$ cat config.mk
export PLATFORM = sky130hd
export DESIGN_NAME = jk_bank_driver
export DESIGN_NICKNAME = d
export VERILOG_FILES = /design/src/rtl/jk_bank_driver.sv
export SDC_FILE = /design/constraint.sdc
export NUM_CORES = 1
export LEC_CHECK = 0
export ABC_CLOCK_PERIOD_IN_PS = 2200
export CAP_MARGIN = 20
export CORE_UTILIZATION = 46
export DETAILED_ROUTE_END_ITERATION = 8
export GPL_TIMING_DRIVEN = 0
export PLACE_DENSITY = 0.74
export SLEW_MARGIN = 40
export SYNTH_ARGS = -nofsm -noshare
export SYNTH_HDL_FRONTEND = slang
export SYNTH_SLANG_ARGS = --single-unit
export TNS_END_PERCENT = 1
$ cat constraint.sdc
create_clock -name clk -period 2.2 [get_ports clk]
set_input_delay 0.55 -clock clk [delete_from_list [all_inputs] [get_ports clk]]
set_output_delay 0.55 -clock clk [all_outputs]
set_load 0.005 [all_outputs]
$ cat src/rtl/jk_bank_driver.sv
// jk_bank_driver: drives a bank of JK flip-flops toward a requested value.
// A request is accepted in IDLE, its J/K excitation is applied to the bank
// for exactly one clock (DRIVE), and the bank's fed-back state is then
// compared against the expected value (CHECK). Mismatches are kept in a
// sticky flag and a saturating counter.
// Cell code {J,K}: 00 hold, 01 force 1, 10 force 0, 11 toggle.
module jk_bank_driver #(
    parameter int WIDTH         = 4,
    parameter bit PREFER_TOGGLE = 1'b0
) (
    input  logic             clk,
    input  logic             rst,
    input  logic             in_valid,
    output logic             in_ready,
    input  logic             in_mode,
    input  logic [WIDTH-1:0] in_target,
    input  logic [WIDTH-1:0] q_fb,
    output logic [WIDTH-1:0] j_out,
    output logic [WIDTH-1:0] k_out,
    output logic             done,
    output logic             err,
    output logic [7:0]       err_cnt,
    input  logic             err_clr
);

    typedef enum logic [1:0] {
        IDLE  = 2'd0,
        DRIVE = 2'd1,
        CHECK = 2'd2
    } state_t;

    state_t           state;
    state_t           state_next;
    logic [WIDTH-1:0] expected;
    logic [WIDTH-1:0] target;
    logic [WIDTH-1:0] changed;
    logic [WIDTH-1:0] j_next;
    logic [WIDTH-1:0] k_next;
    logic             accept;
    logic             mismatch;

    // Target value and per-bit excitation, both derived from the bank state
    // seen at the accept edge. A bit that rises needs code 01 (K set), a bit
    // that falls needs 10 (J set); in toggle mode every changing bit gets 11.
    always_comb begin
        target  = in_mode ? (q_fb + WIDTH'(1)) : in_target;
        changed = q_fb ^ target;
        if (PREFER_TOGGLE) begin
            j_next = changed;
            k_next = changed;
        end else begin
            j_next = changed & ~target;
            k_next = changed & target;
        end
    end

    // Handshake and check qualifiers.
    always_comb begin
        in_ready = (state == IDLE);
        accept   = in_valid && (state == IDLE);
        mismatch = (state == CHECK) && (q_fb != expected);
    end

    // Next-state logic: IDLE -> DRIVE -> CHECK -> IDLE, one cycle per phase.
    always_comb begin
        state_next = state;
        case (state)
            IDLE:    if (in_valid) state_next = DRIVE;
            DRIVE:   state_next = CHECK;
            CHECK:   state_next = IDLE;
            default: state_next = IDLE;
        endcase
    end

    // State register.
    always_ff @(posedge clk or posedge rst) begin
        if (rst) begin
            state <= IDLE;
        end else begin
            state <= state_next;
        end
    end

    // Excitation registers: loaded only on accept so they are nonzero solely
    // during DRIVE; everywhere else the bank sees hold codes.
    always_ff @(posedge clk or posedge rst) begin
        if (rst) begin
            j_out    <= '0;
            k_out    <= '0;
            expected <= '0;
        end else begin
            if (accept) begin
                j_out    <= j_next;
                k_out    <= k_next;
                expected <= target;
            end else begin
                j_out    <= '0;
                k_out    <= '0;
            end
        end
    end

    // Completion pulse follows the CHECK cycle.
    always_ff @(posedge clk or posedge rst) begin
        if (rst) begin
            done <= 1'b0;
        end else begin
            done <= (state == CHECK);
        end
    end

    // Error status: a mismatch always wins over a simultaneous clear, in which
    // case the count restarts at one.
    always_ff @(posedge clk or posedge rst) begin
        if (rst) begin
            err     <= 1'b0;
            err_cnt <= 8'd0;
        end else if (mismatch) begin
            err <= 1'b1;
            if (err_clr) begin
                err_cnt <= 8'd1;
            end else if (err_cnt != 8'hFF) begin
                err_cnt <= err_cnt + 8'd1;
            end
        end else if (err_clr) begin
            err     <= 1'b0;
            err_cnt <= 8'd0;
        end
    end

endmodule
[Word level (Yosys, flattened, before mapping)]
Cells that the tools add are included.
Cells by class
  bitwise logic cells: 4
  reductions and logical operators: 6
  muxes and demuxes: 11
  equality and inequality tests: 5
  add/subtract/negate cells: 2
Operators with widths (count)
  $mux 8: 4
  $mux 4: 3
  $add 8x1->8 const B: 1
  $and 4x4->4: 2
  $ne 8x8->1 const B: 1
  $add 4x1->4 const B: 1
  $ne 4x4->1: 1
  $not 4->4: 1
  $pmux 2 s2: 1
  $reduce_bool 2->1: 2
  $xor 4x4->4: 1
  $eq 2x1->1 const B: 1
  $eq 2x2->1 const B: 1
  $logic_and 1x1->1: 2
  $logic_not 2->1: 1
  $mux 1: 2
  $mux 2: 1
  $ne 2x2->1 const B: 1
  $reduce_and 2->1: 1
Word-level totals
  register bits after elaboration: 24
  bits of input ports: 13
  output and inout bits: 19

[Depth between registers and ports, before layout]
  depth after elaboration: 5
  gate-level depth with buffers: 6
  gate-level depth less buffers: 5

[Least setup slack after synthesis]
Ideal clock, no wire load.
  kind: input to register
  start: input q_fb[0]
  end: register err_cnt[4]
  stages: 5
  setup time: 0.126 ns
  arrival: 1.584 ns
  buffers on the path: 1
  required time: 2.074 ns
  setup slack: 0.490 ns
  cells stage by stage: xor2_1 -> o41ai_4 -> buf_4 -> o21bai_1 -> o311a_1
Between the ends
  cells in the longest elaborated chain, start to end: 4
  elaborated cells on any way between the ends: 5
RTL lines
  start, declared: line 17  | input logic [WIDTH-1:0] q_fb,
  $ne 4x4->1 (*): line 61  | mismatch = (state == CHECK) && (q_fb != expected);
  $logic_and 1x1->1 (*): line 61
  $reduce_bool 2->1 (no line)
  $reduce_and 2->1 (no line)
  end signal, assigned: line 123  | err_cnt <= err_cnt + 8'd1;
  end, declared: line 22  | output logic [7:0] err_cnt,
Mark *: on every way between the ends. The rest lies on a longest branch, timed or not.
A chain may end at the register's enable or synchronous reset.

[Worst setup path after layout]
  start: input q_fb[2]
  end: register err_cnt[5]
The elaborated chain is that of the path after synthesis.

==> metrics.yaml <==
leakage_nw: 0.645
slew_headroom: 0.677
path_buf_inv: 2
arrival_ns: 2.37
area_delta_synth_final_pct: 32.6
power_switching_mw: 0.260
clockBufferDepth: 2
num-fill-cells: 187
gp_congestion: 0.770
grt_max_degree: 25
ioPinCount: 32
cpLargestDelayFamily: "buffers and inverters"
grt_pass1_vias: 867
start_util: 0.500
drc_errors: 0
drt_wl_total_um: 2190
dp_hpwl_um: 1650
skew_ns: 0.00185
grt_setup_unrepaired: "false"
yosys-top-cells-count: "dfrtp_1, inv_1, a21oi_1, nor2_1, o21ai_0"
grt-ovfl-total: 0
final_nets: 161
firstDrtPassIters: 5
yosys.cell_count.top_type: "dfrtp_1"
yosysWarnings: 0
cts_tree: "yes"
antenna_cells: 0
grt_pass1_wl_um: 3660
synth_cells: 109
io_buffers: 29
htree_levels: 1
rr_worst_depth: 6
ys_types: 30
grt_use_total: 0.188
insertion_delay_ns: 0.30
numCtsBuffers: 3
antenna_found_initial: 0
drv_slew: 0
yosysTopAreaCellShare: 0.528
path_class: "primary input to register"
maxCapViolCount: 0
min_to: "state[1]$_DFFE_PP0P_"
vias_per_cell: 5.42
ys_seq_elements: 24
layout_min_cycle_time_ns: 2.14
cts_hold_buf: 0
drive_gt1_frac: 0.0625
die-area_um2: 2680
ant_nets: 0
hold_depth: 1
cts_root_buf: "clkbuf_4"
critPathCaptureType: "register"
dr.first_iter.drc_count: 27
mappedNetlistArea_um2: 1140
synth_area_leaders: "dfrtp_1, xor2_1, o31ai_1, a21oi_1, mux2i_1"
clkPwrFrac: 0.196
cp_slowest_cell: "clkdlybuf4s50_1"
power_frac_comb: 0.245
final_cells: 172
r2r_end: "err_cnt[2]$_DFFE_PP0P_"
r2r_slack_ns: 0.37
syn_avg_cell_area_um2: 10.4
clock_sinks: 24
synthArstFlopShare: 1.00
synth_area_leader_cell: "dfrtp_1"
post_drt_wl_per_cell_um: 12.7
synth_ff_type: "dfrtp_1"
max_freq_ghz: 0.467
hp-start: "state[1]$_DFFE_PP0P_"
dr_total_vias: 933
ir_drop_mv: 0.383
period_share: 0.972
worstPathMaxFanout: 6
fp.dieW_um: 51.7
synth_nets: 124
outcome: "finished, final reports clean"
start_kind: "primary input"
setup-tns-final_ns: 0
synth_edf_count: 0
p_per_area_nw_per_um2: 615
max_stage_delay_ns: 0.57
ys_seq_area_frac: 0.528
final_hold_viol_count: 0
die_y_um: 51.7
p_int_mw: 0.666
switching_share: 0.281
clk_pin_slew_worst_paths_ns: 0.12
dp.cells: 166
seq_power_share: 0.558
crit_chain: "clkdlybuf4s50_1 > xor2_1 > o41ai_4 > buf_4 > or4_1 > a21oi_1"
setup_viol: 0
r2r-start: "err_cnt[0]$_DFFE_PP0P_"
min_path_type: "register to register"
max_slew.worst_pin.slew_ns: 0.484
cp.required_ns: 2.43
rows: 17
core_um2: 2280
-- cell families (layout without fill, tap and decap cells) --
family	Yosys count	count (layout)	synth area share
adder cells (fa/ha/maj)	2	2	0.0220
multiplexers	3	3	0.0264
flip-flops	24	24	0.528
AO/OA/AOI/OAI	27	27	0.172
buffers and inverters	13	48	0.0462
XOR/XNOR	6	6	0.0462
AND/OR/NAND/NOR	34	34	0.160
-- routing by layer --
metal	GRT usage	up-vias	wire length, um
li1	-	461	-
met1	0.224	441	958
met5	0	-	0
met2	0.335	29	1140
met4	0.0811	0	16
met3	0.0263	2	75
-- power groups by stage --
| stage | Clock (mW) | Sequential (mW) | Combinational (mW) |
|---|---|---|---|
| 3_5_place_dp | 0 | 0.526 | 0.219 |
| 2_1_floorplan | 0 | 0.523 | 0.120 |
| 5_1_grt | 0.206 | 0.524 | 0.252 |
| 6_report | 0.182 | 0.517 | 0.227 |
| 3_3_place_gp | 0 | 0.524 | 0.213 |
| 4_1_cts | 0.191 | 0.517 | 0.219 |
-- sequential cells by signal, summed over array words and instances, names as in the netlist --
register and flops:
state 2, expected 4, j_out 4, err_cnt 8, k_out 4, done 1, err 1
-- repair_timing --
item	4_1_cts	5_1_grt
endpoints found under the setup margin	0	5
setup buffers	0	3
gates resized for setup	0	0
-- worst max path at each step --
stage,from,to,slack [ns],cells past startpoint
floorplan,q_fb[0],err_cnt[4]$_DFFE_PP0P_,0.49,5
global placement,q_fb[0],err_cnt[4]$_DFFE_PP0P_,-0.24,6
detailed placement,q_fb[0],err_cnt[4]$_DFFE_PP0P_,-0.28,6
CTS,q_fb[0],err_cnt[4]$_DFFE_PP0P_,0.07,6
global route,q_fb[1],err_cnt[5]$_DFFE_PP0P_,0.0009,6
finish,q_fb[2],err_cnt[5]$_DFFE_PP0P_,0.06,6
-- stage by stage --
step           instance area, um^2  setup slack (ns)  hold slack, ns  utilization  power, mW
4_1_cts                       1490            0.0656           0.463        0.653      0.928
5_1_grt                       1510          0.000911           0.502        0.662      0.982
6_report                      1510            0.0607           0.464        0.662      0.926
3_3_place_gp                  1460            -0.236           0.440        0.643      0.737
2_1_floorplan                 1140             0.490           0.419            -      0.643
3_5_place_dp                  1460            -0.276           0.438        0.643      0.744
-- cells in the final DEF, fill, tap and decap left out, types with 2 or more instances in the layout --
cell	synthesis	final
nand2_1	5	5
dfrtp_1	24	24
nor2b_1	3	3
or3_1	3	3
o21ai_0	6	6
clkdlybuf4s50_1	0	29
or4_1	3	3
inv_1	8	7
nor3_1	4	4
ha_1	2	2
xor2_1	5	5
nand4_1	2	2
and3_1	2	2
nand3_1	3	3
buf_4	1	4
a21oi_1	7	7
nor2_1	7	7
clkbuf_1	3	3
o211ai_1	3	3
o31ai_1	5	5
mux2i_1	3	3
clkbuf_4	0	3
-- area by class of cell --
cell class / count / area [um^2] / share of cell area
inverters: 8 / 30.0 / 0.0199
flip-flops and latches: 24 / 601 / 0.398
repair buffers: 32 / 313 / 0.207
plain buffers: 5 / 22.5 / 0.0149
multi-input cells: 72 / 484 / 0.321
well taps: 28 / 35.0 / 0.0232
clock buffers: 3 / 22.5 / 0.0149
-- worst register-to-register path, stage by stage (launching register included) --
cell and delay (ns):
dfrtp_1 0.45, ha_1 0.23, nand3_1 0.18, nor2_1 0.08
clkbuf_1 0.22, or4_1 0.44, a21oi_1 0.16
No activity file was read; power rests on OpenSTA's default activity.
